[src/rtl/mmr_axi3_slave_if.sv]
// AXI3 bundle carrying the PS7 general-purpose master port into the fabric (32-bit data).
interface axi3_if #(
  parameter int ID_W = 12
);
  logic [ID_W-1:0] awid;
  logic [31:0]     awaddr;
  logic [3:0]      awlen;
  logic [2:0]      awsize;
  logic [1:0]      awburst;
  logic            awvalid;
  logic            awready;
  logic [ID_W-1:0] wid;
  logic [31:0]     wdata;
  logic [3:0]      wstrb;
  logic            wlast;
  logic            wvalid;
  logic            wready;
  logic [ID_W-1:0] bid;
  logic [1:0]      bresp;
  logic            bvalid;
  logic            bready;
  logic [ID_W-1:0] arid;
  logic [31:0]     araddr;
  logic [3:0]      arlen;
  logic [2:0]      arsize;
  logic [1:0]      arburst;
  logic            arvalid;
  logic            arready;
  logic [ID_W-1:0] rid;
  logic [31:0]     rdata;
  logic [1:0]      rresp;
  logic            rlast;
  logic            rvalid;
  logic            rready;

  modport s (
    input  awid, awaddr, awlen, awsize, awburst, awvalid,
    input  wid, wdata, wstrb, wlast, wvalid,
    input  bready,
    input  arid, araddr, arlen, arsize, arburst, arvalid,
    input  rready,
    output awready, wready, bid, bresp, bvalid,
    output arready, rid, rdata, rresp, rlast, rvalid
  );
endinterface

[src/rtl/mmr_axi3_slave.sv]
// AXI3 register bank: RW control words out to fabric, RO status words in, with INCR/FIXED bursts.
module mmr_axi3_slave #(
  parameter int CTRL_COUNT = 8,
  parameter int STAT_COUNT = 8,
  parameter int ADDR_W     = 12
) (
  input  logic                    fclk0,
  input  logic                    fclk0_rst_n,
  axi3_if.s                       mmr,
  output logic [CTRL_COUNT*32-1:0] ctrl,
  output logic [CTRL_COUNT-1:0]   ctrl_wr,
  input  logic [STAT_COUNT*32-1:0] stat,
  output logic [STAT_COUNT-1:0]   stat_rd
);
  localparam int IDX_W = ADDR_W - 2;
  localparam int ID_W  = $bits(mmr.awid);

  localparam logic [1:0] RESP_OKAY   = 2'b00;
  localparam logic [1:0] RESP_SLVERR = 2'b10;
  localparam logic [1:0] RESP_DECERR = 2'b11;
  localparam logic [1:0] BURST_FIXED = 2'b00;
  localparam logic [1:0] BURST_WRAP  = 2'b10;

  localparam logic [1:0] W_IDLE = 2'd0;
  localparam logic [1:0] W_DATA = 2'd1;
  localparam logic [1:0] W_RESP = 2'd2;
  localparam logic [0:0] R_IDLE = 1'b0;
  localparam logic [0:0] R_DATA = 1'b1;

  // Response encodings are ordered so the numeric maximum is the worst response.
  function automatic logic [1:0] resp_max(input logic [1:0] a, input logic [1:0] b);
    return (a > b) ? a : b;
  endfunction

  function automatic logic [IDX_W-1:0] next_idx(input logic [IDX_W-1:0] idx, input logic [1:0] burst);
    return (burst == BURST_FIXED) ? idx : idx + IDX_W'(1);
  endfunction

  logic [31:0]      ctrl_q [CTRL_COUNT];
  logic [1:0]       w_state;
  logic             aw_rdy, b_valid;
  logic [IDX_W-1:0] w_idx;
  logic [3:0]       w_len, w_beat;
  logic [1:0]       w_burst, w_acc, w_beat_resp;
  logic [2:0]       w_size;
  logic [ID_W-1:0]  w_id;
  logic [CTRL_COUNT-1:0] w_hot, w_apply;
  logic             w_stat_hit, w_last_beat;

  logic             unused_bits;
  assign unused_bits = ^{mmr.wid, mmr.awaddr[31:ADDR_W], mmr.awaddr[1:0],
                         mmr.araddr[31:ADDR_W], mmr.araddr[1:0]};

  for (genvar g = 0; g < CTRL_COUNT; g++) begin : g_ctrl
    assign ctrl[32*g +: 32] = ctrl_q[g];
  end

  always_comb begin
    w_hot      = '0;
    w_stat_hit = 1'b0;
    for (int k = 0; k < CTRL_COUNT; k++)
      if (w_idx == IDX_W'(k)) w_hot[k] = 1'b1;
    for (int k = 0; k < STAT_COUNT; k++)
      if (w_idx == IDX_W'(CTRL_COUNT + k)) w_stat_hit = 1'b1;
    if (!(|w_hot) && !w_stat_hit)
      w_beat_resp = RESP_DECERR;
    else if (w_stat_hit || w_size != 3'd2 || w_burst == BURST_WRAP)
      w_beat_resp = RESP_SLVERR;
    else
      w_beat_resp = RESP_OKAY;
    w_last_beat = (w_beat == w_len);
    w_apply = (w_state == W_DATA && mmr.wvalid && w_beat_resp == RESP_OKAY) ? w_hot : '0;
  end

  // Write channel: AW latch, one beat per W handshake, B after the counted last beat.
  always_ff @(posedge fclk0 or negedge fclk0_rst_n) begin
    if (!fclk0_rst_n) begin
      w_state <= W_IDLE;
      aw_rdy  <= 1'b0;
      b_valid <= 1'b0;
      w_idx   <= '0;
      w_len   <= '0;
      w_beat  <= '0;
      w_burst <= '0;
      w_size  <= '0;
      w_id    <= '0;
      w_acc   <= RESP_OKAY;
      ctrl_wr <= '0;
      for (int k = 0; k < CTRL_COUNT; k++) ctrl_q[k] <= '0;
    end else begin
      ctrl_wr <= w_apply;
      for (int k = 0; k < CTRL_COUNT; k++)
        for (int b = 0; b < 4; b++)
          if (w_apply[k] && mmr.wstrb[b]) ctrl_q[k][8*b +: 8] <= mmr.wdata[8*b +: 8];
      case (w_state)
        W_IDLE: begin
          if (aw_rdy && mmr.awvalid) begin
            aw_rdy  <= 1'b0;
            w_state <= W_DATA;
            w_id    <= mmr.awid;
            w_idx   <= mmr.awaddr[ADDR_W-1:2];
            w_len   <= mmr.awlen;
            w_burst <= mmr.awburst;
            w_size  <= mmr.awsize;
            w_beat  <= '0;
            w_acc   <= RESP_OKAY;
          end else begin
            aw_rdy <= 1'b1;
          end
        end
        W_DATA: begin
          if (mmr.wvalid) begin
            // A wlast that disagrees with the beat count taints the whole burst.
            w_acc  <= resp_max(resp_max(w_acc, w_beat_resp),
                               (mmr.wlast != w_last_beat) ? RESP_SLVERR : RESP_OKAY);
            w_beat <= w_beat + 4'd1;
            w_idx  <= next_idx(w_idx, w_burst);
            if (w_last_beat) begin
              w_state <= W_RESP;
              b_valid <= 1'b1;
            end
          end
        end
        W_RESP: begin
          if (mmr.bready) begin
            b_valid <= 1'b0;
            aw_rdy  <= 1'b1;
            w_state <= W_IDLE;
          end
        end
        default: w_state <= W_IDLE;
      endcase
    end
  end

  assign mmr.awready = aw_rdy;
  assign mmr.wready  = (w_state == W_DATA);
  assign mmr.bvalid  = b_valid;
  assign mmr.bid     = w_id;
  assign mmr.bresp   = w_acc;

  logic [0:0]       r_state;
  logic             ar_rdy, r_valid, r_last;
  logic [IDX_W-1:0] r_idx;
  logic [3:0]       r_len, r_beat;
  logic [1:0]       r_burst, r_resp;
  logic [2:0]       r_size;
  logic [ID_W-1:0]  r_id;
  logic [31:0]      r_data;
  logic [STAT_COUNT-1:0] r_stat_hot;

  logic [IDX_W-1:0] ld_idx_p0;
  logic [2:0]       ld_size_p0;
  logic [1:0]       ld_burst_p0, ld_resp_p0;
  logic [31:0]      ld_data_p0;
  logic [STAT_COUNT-1:0] ld_stat_hot_p0;
  logic             ld_ctrl_hit_p0;

  // Stage p0: decode the beat about to load, from AR in idle or the stored next address.
  always_comb begin
    ld_idx_p0      = (r_state == R_IDLE) ? mmr.araddr[ADDR_W-1:2] : r_idx;
    ld_size_p0     = (r_state == R_IDLE) ? mmr.arsize : r_size;
    ld_burst_p0    = (r_state == R_IDLE) ? mmr.arburst : r_burst;
    ld_data_p0     = '0;
    ld_ctrl_hit_p0 = 1'b0;
    ld_stat_hot_p0 = '0;
    for (int k = 0; k < CTRL_COUNT; k++)
      if (ld_idx_p0 == IDX_W'(k)) begin
        ld_ctrl_hit_p0 = 1'b1;
        ld_data_p0     = ctrl_q[k];
      end
    for (int k = 0; k < STAT_COUNT; k++)
      if (ld_idx_p0 == IDX_W'(CTRL_COUNT + k)) begin
        ld_stat_hot_p0[k] = 1'b1;
        ld_data_p0        = stat[32*k +: 32];
      end
    if (!ld_ctrl_hit_p0 && !(|ld_stat_hot_p0))
      ld_resp_p0 = RESP_DECERR;
    else if (ld_size_p0 != 3'd2 || ld_burst_p0 == BURST_WRAP)
      ld_resp_p0 = RESP_SLVERR;
    else
      ld_resp_p0 = RESP_OKAY;
    if (ld_resp_p0 != RESP_OKAY) begin
      ld_data_p0     = '0;
      ld_stat_hot_p0 = '0;
    end
  end

  // Stage p1: registered R beat, held while the master stalls.
  always_ff @(posedge fclk0 or negedge fclk0_rst_n) begin
    if (!fclk0_rst_n) begin
      r_state    <= R_IDLE;
      ar_rdy     <= 1'b0;
      r_valid    <= 1'b0;
      r_last     <= 1'b0;
      r_idx      <= '0;
      r_len      <= '0;
      r_beat     <= '0;
      r_burst    <= '0;
      r_size     <= '0;
      r_id       <= '0;
      r_data     <= '0;
      r_resp     <= RESP_OKAY;
      r_stat_hot <= '0;
    end else if (r_state == R_IDLE) begin
      if (ar_rdy && mmr.arvalid) begin
        ar_rdy     <= 1'b0;
        r_state    <= R_DATA;
        r_valid    <= 1'b1;
        r_id       <= mmr.arid;
        r_len      <= mmr.arlen;
        r_burst    <= mmr.arburst;
        r_size     <= mmr.arsize;
        r_beat     <= '0;
        r_last     <= (mmr.arlen == 4'd0);
        r_idx      <= next_idx(ld_idx_p0, ld_burst_p0);
        r_data     <= ld_data_p0;
        r_resp     <= ld_resp_p0;
        r_stat_hot <= ld_stat_hot_p0;
      end else begin
        ar_rdy <= 1'b1;
      end
    end else if (mmr.rready) begin
      if (r_last) begin
        r_state <= R_IDLE;
        r_valid <= 1'b0;
        ar_rdy  <= 1'b1;
      end else begin
        r_beat     <= r_beat + 4'd1;
        r_last     <= (r_beat + 4'd1 == r_len);
        r_idx      <= next_idx(r_idx, r_burst);
        r_data     <= ld_data_p0;
        r_resp     <= ld_resp_p0;
        r_stat_hot <= ld_stat_hot_p0;
      end
    end
  end

  assign mmr.arready = ar_rdy;
  assign mmr.rvalid  = r_valid;
  assign mmr.rid     = r_id;
  assign mmr.rdata   = r_data;
  assign mmr.rresp   = r_resp;
  assign mmr.rlast   = r_last;
  assign stat_rd     = (r_valid && mmr.rready) ? r_stat_hot : '0;

endmodule

[src/flat_wrapper.sv]
// flat-port wrapper written by rule: the top's interface ports become plain ports
module mmr_axi3_slave_flat 
#(
  parameter int CTRL_COUNT = 8,
  parameter int STAT_COUNT = 8,
  parameter int ADDR_W     = 12
)
  (fclk0, fclk0_rst_n, ctrl, ctrl_wr, stat, stat_rd, mmr_awid, mmr_awaddr, mmr_awlen, mmr_awsize, mmr_awburst, mmr_awvalid, mmr_wid, mmr_wdata, mmr_wstrb, mmr_wlast, mmr_wvalid, mmr_bready, mmr_arid, mmr_araddr, mmr_arlen, mmr_arsize, mmr_arburst, mmr_arvalid, mmr_rready, mmr_awready, mmr_wready, mmr_bid, mmr_bresp, mmr_bvalid, mmr_arready, mmr_rid, mmr_rdata, mmr_rresp, mmr_rlast, mmr_rvalid);
  axi3_if #(.ID_W((12))) mmr_i ();
  input  logic fclk0;
  input  logic fclk0_rst_n;
  output logic [CTRL_COUNT*32-1:0] ctrl;
  output logic [CTRL_COUNT-1:0] ctrl_wr;
  input  logic [STAT_COUNT*32-1:0] stat;
  output logic [STAT_COUNT-1:0] stat_rd;
  input wire logic [$bits(mmr_i.awid)-1:0] mmr_awid;
  input wire logic [$bits(mmr_i.awaddr)-1:0] mmr_awaddr;
  input wire logic [$bits(mmr_i.awlen)-1:0] mmr_awlen;
  input wire logic [$bits(mmr_i.awsize)-1:0] mmr_awsize;
  input wire logic [$bits(mmr_i.awburst)-1:0] mmr_awburst;
  input wire logic [$bits(mmr_i.awvalid)-1:0] mmr_awvalid;
  input wire logic [$bits(mmr_i.wid)-1:0] mmr_wid;
  input wire logic [$bits(mmr_i.wdata)-1:0] mmr_wdata;
  input wire logic [$bits(mmr_i.wstrb)-1:0] mmr_wstrb;
  input wire logic [$bits(mmr_i.wlast)-1:0] mmr_wlast;
  input wire logic [$bits(mmr_i.wvalid)-1:0] mmr_wvalid;
  input wire logic [$bits(mmr_i.bready)-1:0] mmr_bready;
  input wire logic [$bits(mmr_i.arid)-1:0] mmr_arid;
  input wire logic [$bits(mmr_i.araddr)-1:0] mmr_araddr;
  input wire logic [$bits(mmr_i.arlen)-1:0] mmr_arlen;
  input wire logic [$bits(mmr_i.arsize)-1:0] mmr_arsize;
  input wire logic [$bits(mmr_i.arburst)-1:0] mmr_arburst;
  input wire logic [$bits(mmr_i.arvalid)-1:0] mmr_arvalid;
  input wire logic [$bits(mmr_i.rready)-1:0] mmr_rready;
  output wire logic [$bits(mmr_i.awready)-1:0] mmr_awready;
  output wire logic [$bits(mmr_i.wready)-1:0] mmr_wready;
  output wire logic [$bits(mmr_i.bid)-1:0] mmr_bid;
  output wire logic [$bits(mmr_i.bresp)-1:0] mmr_bresp;
  output wire logic [$bits(mmr_i.bvalid)-1:0] mmr_bvalid;
  output wire logic [$bits(mmr_i.arready)-1:0] mmr_arready;
  output wire logic [$bits(mmr_i.rid)-1:0] mmr_rid;
  output wire logic [$bits(mmr_i.rdata)-1:0] mmr_rdata;
  output wire logic [$bits(mmr_i.rresp)-1:0] mmr_rresp;
  output wire logic [$bits(mmr_i.rlast)-1:0] mmr_rlast;
  output wire logic [$bits(mmr_i.rvalid)-1:0] mmr_rvalid;
  assign mmr_i.awid = mmr_awid;
  assign mmr_i.awaddr = mmr_awaddr;
  assign mmr_i.awlen = mmr_awlen;
  assign mmr_i.awsize = mmr_awsize;
  assign mmr_i.awburst = mmr_awburst;
  assign mmr_i.awvalid = mmr_awvalid;
  assign mmr_i.wid = mmr_wid;
  assign mmr_i.wdata = mmr_wdata;
  assign mmr_i.wstrb = mmr_wstrb;
  assign mmr_i.wlast = mmr_wlast;
  assign mmr_i.wvalid = mmr_wvalid;
  assign mmr_i.bready = mmr_bready;
  assign mmr_i.arid = mmr_arid;
  assign mmr_i.araddr = mmr_araddr;
  assign mmr_i.arlen = mmr_arlen;
  assign mmr_i.arsize = mmr_arsize;
  assign mmr_i.arburst = mmr_arburst;
  assign mmr_i.arvalid = mmr_arvalid;
  assign mmr_i.rready = mmr_rready;
  assign mmr_awready = mmr_i.awready;
  assign mmr_wready = mmr_i.wready;
  assign mmr_bid = mmr_i.bid;
  assign mmr_bresp = mmr_i.bresp;
  assign mmr_bvalid = mmr_i.bvalid;
  assign mmr_arready = mmr_i.arready;
  assign mmr_rid = mmr_i.rid;
  assign mmr_rdata = mmr_i.rdata;
  assign mmr_rresp = mmr_i.rresp;
  assign mmr_rlast = mmr_i.rlast;
  assign mmr_rvalid = mmr_i.rvalid;
  mmr_axi3_slave #(.CTRL_COUNT(CTRL_COUNT), .STAT_COUNT(STAT_COUNT), .ADDR_W(ADDR_W)) u_core (.fclk0(fclk0), .fclk0_rst_n(fclk0_rst_n), .mmr(mmr_i), .ctrl(ctrl), .ctrl_wr(ctrl_wr), .stat(stat), .stat_rd(stat_rd));
endmodule
[config.mk]
export PLATFORM = sky130hd
export DESIGN_NAME = mmr_axi3_slave_flat
export DESIGN_NICKNAME = d
export VERILOG_FILES = /design/src/rtl/mmr_axi3_slave_if.sv /design/src/rtl/mmr_axi3_slave.sv /design/src/flat_wrapper.sv
export SDC_FILE = /design/constraint.sdc
export NUM_CORES = 1
export LEC_CHECK = 0
export CAP_MARGIN = 25
export CORE_AREA = 2 2 294 296
export CTS_CLUSTER_DIAMETER = 100
export DETAILED_ROUTE_END_ITERATION = 10
export DIE_AREA = 0 0 296 298
export RECOVER_POWER = 25
export SYNTH_ARGS = -nofsm -noshare
export SYNTH_HDL_FRONTEND = slang
export SYNTH_SLANG_ARGS = --single-unit
[constraint.sdc]
create_clock -name fclk0 -period 5.4 [get_ports fclk0]
set_input_delay 1.08 -clock fclk0 [delete_from_list [all_inputs] [get_ports fclk0]]
set_output_delay 1.08 -clock fclk0 [all_outputs]
set_load 0.02 [all_outputs]
==> run_results.csv, run 1 <==
group,metric,value,unit
clocking,ctsHoldBuffers,0,
grt,grt_pass1_wl,165,mm
clocking,cts_buffers,48,
pwr,p_per_area,347,nW/um2
timing,setup_viol,0,
floorplanning,io_pins,756,
setup_path,path_max_fanout,15,
logic_synthesis,synth_top_area_share,46.1,%
logic_synthesis,ys.flop_type,"dfrtp_1",
run_status,violations,"max-capacitance violations, max-slew violations",
detailed_routing,vias,21400,
pwr,p_leak,0.0134,uW
layout,final_util,37.4,%
timing,fmax,213,MHz
setup_path,worstPathRequired,5870,ps
detailed_routing,drt_iter0_drc,1760,
detailed_routing,antenna_left,0,
setup_path,cp-end-kind,"flip-flop",
timing,tightest_slew,2660,ps
run_status,outcome,"finished with violations",
setup_path,worstPathCellList,"clkdlybuf4s50_1 -> inv_1 -> o21ai_0 -> inv_1 -> ha_2 -> nor4bb_1 -> nor2_1 -> a21oi_2 -> buf_4 -> a221o_1 -> a2111oi_0 -> o21ai_0 -> and3_1",
clocking,cts_resized,0,
logic_synthesis,yosysWarnings,0,
logic_synthesis,netlist_area,21000,um2
timing,fin_skew,19.2,ps
floorplanning,start_util,24.7,%
detailed_routing,drc,0,
min_path,hp-class,"flip-flop to flip-flop",
logic_synthesis,yosysTopAreaCell,"dfrtp_1",
logic_synthesis,synthTopCellsByArea,"dfrtp_1 46%, mux2_2 15%, nand2_1 3.7%, nor2_1 2.8%, o21ai_0 2.6%",
logic_synthesis,synth_seq_area_share,46.1,%
setup_path,arrival,5160,ps
floorplanning,core_area,84900,um2
clocking,clk_pin_slew,60,ps
floorplanning,die_area,88200,um2
detailed_routing,firstDrtPassIters,6,
timing,finalCritPeriodShare,86.9,%
setup_path,crit_start,"mmr_araddr[2]",
clocking,cts_buffer_depth,3,
floorplanning,die_width,296,um
setup_path,critPathBufInv,4,
timing,slew_headroom,-77.3,%
setup_path,critPathMaxStageDelay,680,ps
clocking,cts_tree,"built",
setup_path,path_class,"primary input to flip-flop",
clocking,clkSinkCount,386,
logic_synthesis,synth_seq_cells,386,
grt,grt_pass1_vias,21000,
logic_synthesis,async_flop_share,100,%
setup_path,crit_slowest_cell,"a2111oi_0",
grt,gr-total-overflow,0,
timing,layout_setup_ws,709,ps
placed_design,gp_congestion,0.928,
flow_run,maxCapViolCount,4,
detailed_routing,wl_per_cell,30.5,um
timing,finalHoldViolCount,0,
grt,grt_use_total,26.5,%
floorplanning,rows,107,
setup_path,start_kind,"primary input",
logic_synthesis,avgSynthCellArea,10.3,um2
setup_path,rr_startpoint,"u_core.r_state",
timing,slew_viol_final,273,
placed_design,portBuffers,699,
clocking,htree_levels,2,
placed_design,preCtsSetupSlack,8.92,ps
timing,rsz0062_at_grt,"false",
layout,area_delta_synth_final,51.4,%
clocking,clock_latency,590,ps
grt,antenna_found_initial,27,
placed_design,post-dp-hpwl,93.9,mm
min_path,worstHoldStart,"u_core.r_size[1]",
layout,fin_nets,3219,
logic_synthesis,syn_inst,2033,
setup_path,r2r_slack,990,ps
logic_synthesis,synth.distinct_cells,73,
detailed_routing,via_per_inst,5.38,
floorplanning,die_h,298,um
timing,setup_tns,0,ps
logic_synthesis,syn-num-nets,2466,
timing,min_period,4690,ps
logic_synthesis,synth_edf_count,0,
detailed_routing,postRouteWirelength,121,mm
layout,drive_gt1_share,20.3,%
grt,grt_max_degree,108,
clocking,cts_setup_buffers,0,
pwr,peakVddDrop,0.323,mV
setup_path,cp_top_family,"compound AO/OA/AOI/OAI gates",
clocking,cts-root-buf,"clkbuf_16",
[kinds of logic after synthesis]
| logic type | share of synthesized area [%] |
|---|---|
| XOR/XNOR | 0.919 |
| flip-flops | 46.1 |
| adder cells (fa/ha/maj) | 0.895 |
| AO/OA/AOI/OAI | 19.3 |
| buffers and inverters | 3.12 |
| multiplexers | 15.5 |
| AND/OR/NAND/NOR | 14.1 |
[synthesized netlist by cell type, types with 5 or more instances]
cell type and number:
a2111oi_0 18, inv_1 24, nor4b_1 6, and2_1 24
o211ai_1 13, o221ai_1 22, o41ai_1 11, nand3_1 41
clkbuf_1 103, mux2_2 277, a211oi_1 23, nor2_1 156
a22oi_1 54, a22o_1 25, o22ai_1 82, nand3_2 12
nand2_1 205, xor2_1 16, xnor2_1 6, buf_1 13
nor3_1 23, or2_2 7, a21oi_1 105, a222oi_1 5
a221oi_1 30, a221o_1 25, ha_1 15, o21ai_1 15
nor4bb_1 5, o21ai_0 107, a31oi_1 8, nor4_1 10
a2bb2oi_1 5, a211o_1 5, o31ai_1 15, buf_2 10
and3_1 27, nand3_4 20, mux2i_1 5, dfrtp_1 386
[layer usage]
layer  routed length (um)  global-route usage, %
met1                49000                   33.3
met2                56000                   42.6
met3                12200                   8.60
met4                 3930                   8.68
met5                  173                      0
[cells in the final DEF, fill, tap and decap left out, types with 12 or more instances in the layout]
master	netlist	final
o21ai_0	107	102
nand3_2	12	12
mux2_2	277	277
o22ai_1	82	80
a211oi_1	23	21
buf_4	1	123
a221oi_1	30	30
o31ai_1	15	15
and2_1	24	24
o221ai_1	22	22
a22o_1	25	25
clkdlybuf4s50_1	0	698
and3_1	27	27
xor2_1	16	16
nand2_1	205	205
ha_1	15	12
o211ai_1	13	13
clkbuf_8	1	12
a221o_1	25	25
inv_1	24	23
nand3_4	20	20
a21oi_1	105	95
dfrtp_1	386	386
nor3_1	23	22
o21ai_1	15	13
clkbuf_16	0	48
a2111oi_0	18	18
nand3_1	41	41
a22oi_1	54	54
nor2_1	156	154
[worst reg2reg max path: cells and delay by family (launching register included)]
| kind | cells | cell delay (ps) |
|---|---|---|
| adder cells (fa/ha/maj) | 1 | 260 |
| AO/OA/AOI/OAI | 5 | 2160 |
| buffers and inverters | 2 | 430 |
| flip-flops | 1 | 610 |
| AND/OR/NAND/NOR | 3 | 840 |
[registers in the layout, summed over array words and instances (netlist names), 8 cells and up]
| register | count |
|---|---|
| u_core.ctrl | 256 |
| u_core.mmr.bid | 12 |
| u_core.mmr.rdata | 32 |
| u_core.r_stat_hot | 8 |
| u_core.w_idx | 10 |
| u_core.ctrl_wr | 8 |
| u_core.r_idx | 10 |
| u_core.mmr.rid | 12 |
[path summary, 6_finish.rpt]
kind | endpoint | cells past startpoint
worst max-delay path | u_core.mmr.rdata[19] | 13
worst min-delay path | u_core.r_size[1] | 2
worst max register to register | u_core.mmr.rdata[19] | 11
worst min register to register | u_core.r_size[1] | 2
max in group asynchronous | u_core.ctrl[81] | 2
min in group asynchronous | u_core.mmr.bid[9] | 1
[final cells by class]
type,instances,area [um2]
antenna,8,20.0
inverter,24,90.1
clock inverter,22,258
timing repair buffer,835,8050
tap,1144,1430
multi-input combinational,1491,10800
fill,8553,53200
sequential,386,9660
clock buffer,63,1380
[stage by stage]
stage / hold WS [ps] / area, um2 / instances / total power [uW]
6_report: 474 / 31700 / 3973 / 11000
5_1_grt: 505 / 31700 / 3972 / 11500
4_1_cts: 477 / 31700 / 3964 / 11000
3_5_place_dp: 461 / 30100 / 3879 / 7640
3_3_place_gp: 460 / 30100 / 3874 / 7580
2_1_floorplan: 438 / 21000 / 2033 / 5500
[power breakdown]
part | internal (uW) | total, uW | switching (uW)
combinational | 1480 | 4140 | 2670
clock | 1990 | 3380 | 1390
sequential | 3180 | 3500 | 317
(Power assumes the default switching activity.)
==> inputs of run 2 (changes only) <==
--- a/config.mk
+++ b/config.mk
@@ -6,10 +6,10 @@
 export NUM_CORES = 1
 export LEC_CHECK = 0
 export CAP_MARGIN = 25
-export CORE_AREA = 2 2 294 296
+export CORE_AREA = 2 2 290 292
 export CTS_CLUSTER_DIAMETER = 100
 export DETAILED_ROUTE_END_ITERATION = 10
-export DIE_AREA = 0 0 296 298
+export DIE_AREA = 0 0 292 294
 export RECOVER_POWER = 25
 export SYNTH_ARGS = -nofsm -noshare
 export SYNTH_HDL_FRONTEND = slang
==> run 2 against run 1 <==
Against the previous run:
- the flow still finishes with violations (max-capacitance violations, max-slew violations)
- total power rose by 0.65%
- sequential share of layout area rose by 0.053 points
- register-to-register slack improved by 20 ps
- utilization rose by 0.83 points
- sequential power barely moved
- sequential cell count did not move
- fmax rose by 4.6%
- combinational power fell by 1%
- critical endpoint is now u_core.mmr.rdata[20]
- largest cell class unchanged
==> run_results.csv, run 2 (synthesis results as in run 1) <==
group,metric,value,unit
clocking,htree_levels,2,
detailed_routing,wl_met2,57.2,mm
clocking,cts_tree,"built",
layout,layout_commonest_cell,"clkdlybuf4s50_1",
timing,rsz0062_at_grt,"false",
timing,fmax,223,MHz
run_status,violations,"max-capacitance violations, max-slew violations",
layout,area_delta_synth_final,51.1,%
pwr,peakVddDrop,0.336,mV
detailed_routing,wl_met1,48.5,mm
floorplanning,core_area,82900,um2
clocking,clkSinkCount,386,
timing,slew_headroom,-158,%
detailed_routing,antenna_left,0,
flow_run,maxCapViolCount,1,
detailed_routing,drc,0,
setup_path,start_kind,"primary input",
layout,fin_cells,3916,
setup_path,cp_top_family,"compound AO/OA/AOI/OAI gates",
grt,grt_max_degree,120,
grt,grt_pass1_wl,168,mm
detailed_routing,via_per_inst,5.44,
run_status,outcome,"finished with violations",
clocking,cts_buffer_depth,3,
clocking,clk_pin_slew,60,ps
clocking,clock_latency,610,ps
layout,fin_nets,3211,
setup_path,crit_start,"mmr_araddr[2]",
detailed_routing,wl_per_cell,31.3,um
clocking,ctsHoldBuffers,0,
layout,final_cell_mix,"698 x clkdlybuf4s50_1, 386 x dfrtp_1, 277 x mux2_2",
grt,grt_pass1_vias,21100,
clocking,cts_buffers,49,
grt,gr-total-overflow,0,
setup_path,worstPathRequired,5910,ps
setup_path,rr_startpoint,"u_core.r_state",
detailed_routing,wl_met3,12.6,mm
setup_path,critPathBufInv,3,
detailed_routing,postRouteWirelength,123,mm
timing,tightest_slew,3880,ps
grt,antenna_found_initial,33,
timing,hold_ws,470,ps
timing,slew_viol_final,76,
layout,drive_gt1_share,20.1,%
min_path,hp-class,"flip-flop to flip-flop",
setup_path,path_max_fanout,12,
setup_path,path_class,"primary input to flip-flop",
floorplanning,die_area,85800,um2
detailed_routing,routed.top_layer,"met5",
placed_design,post-dp-hpwl,96.0,mm
timing,finalCritPeriodShare,83.1,%
detailed_routing,vias,21300,
floorplanning,io_pins,756,
timing,setup_viol,0,
setup_path,worstPathCellList,"clkdlybuf4s50_1 -> inv_1 -> o21ai_0 -> ha_2 -> buf_4 -> nor2_1 -> a311oi_1 -> and2_1 -> o221ai_1 -> a2bb2oi_1 -> o31ai_1",
clocking,cts_setup_buffers,0,
setup_path,arrival,4990,ps
timing,setup_tns,0,ps
floorplanning,start_util,25.3,%
floorplanning,rows,106,
setup_path,critPathMaxStageDelay,750,ps
layout,largest_reg_flops,256,
grt,grt_use_total,27.6,%
timing,finalHoldViolCount,0,
floorplanning,die_width,292,um
min_path,worstHoldStart,"u_core.mmr.rid[2]",
setup_path,cp-end-kind,"flip-flop",
clocking,cts-root-buf,"clkbuf_16",
floorplanning,die_h,294,um
pwr,p_leak,0.0135,uW
clocking,cts_resized,0,
pwr,total_power,11100,uW
placed_design,portBuffers,699,
detailed_routing,firstDrtPassIters,5,
pwr,p_per_area,350,nW/um2
detailed_routing,drt_iter0_drc,1819,
timing,min_period,4490,ps
placed_design,dp.cells,3807,
setup_path,crit_slowest_cell,"and2_1",
placed_design,gp_congestion,0.961,
timing,fin_skew,43.6,ps
run 2: final cells by class:
| class | count | area [um2] |
|---|---|---|
| diodes | 19 | 47.5 |
| clock buffers | 64 | 1370 |
| clock inverters | 26 | 347 |
| fillers | 8303 | 51200 |
| inverters | 24 | 90.1 |
| multi-input cells | 1491 | 10800 |
| flip-flops and latches | 386 | 9660 |
| well taps | 1080 | 1350 |
| repair buffers | 826 | 8000 |
run 2: layer usage:
layer  up-vias  global-route usage, %
met5         -                      0
met4         8                   9.87
met3       226                   8.66
met2      1192                   45.0
met1     10700                   34.4
li1       9232                      -
run 2: power breakdown:
group / leakage (uW) / internal, uW / switching (uW) / total (uW)
clock: 0.000847 / 2090 / 1420 / 3520
combinational: 0.00739 / 1450 / 2630 / 4080
sequential: 0.00524 / 3180 / 309 / 3490
total: 0.0135 / 6730 / 4360 / 11100
run 2: worst register-to-register path, cell delays in order (launching register included):
cell	delay [ps]
dfrtp_1	720
o21ai_0	400
inv_1	180
ha_1	250
nor4bb_1	630
nor2_1	160
a21oi_2	720
buf_4	350
a222oi_1	130
nand3_1	270
a21oi_1	190
o31ai_1	270
run 2: metrics by stage:
| step | util, % | worst slack, ps | cell area, um2 |
|---|---|---|---|
| after floorplan | - | 1670 | 21000 |
| after global placement | 36.1 | 410 | 29900 |
| after detailed placement | 36.1 | 347 | 29900 |
| after CTS | 38.2 | 966 | 31600 |
| after global routing | 38.2 | 371 | 31700 |
| final | 38.2 | 914 | 31700 |
run 2: worst paths after layout:
check	to	slack (ps)	cells past startpoint
max reg2reg	u_core.mmr.rdata[5]	1010	11
min	u_core.mmr.rid[2]	470	2
max	u_core.mmr.rdata[20]	910	11
max in group asynchronous	u_core.ctrl[9]	1040	2
min reg2reg	u_core.mmr.rid[2]	470	2
min in group asynchronous	u_core.mmr.bid[2]	1960	1
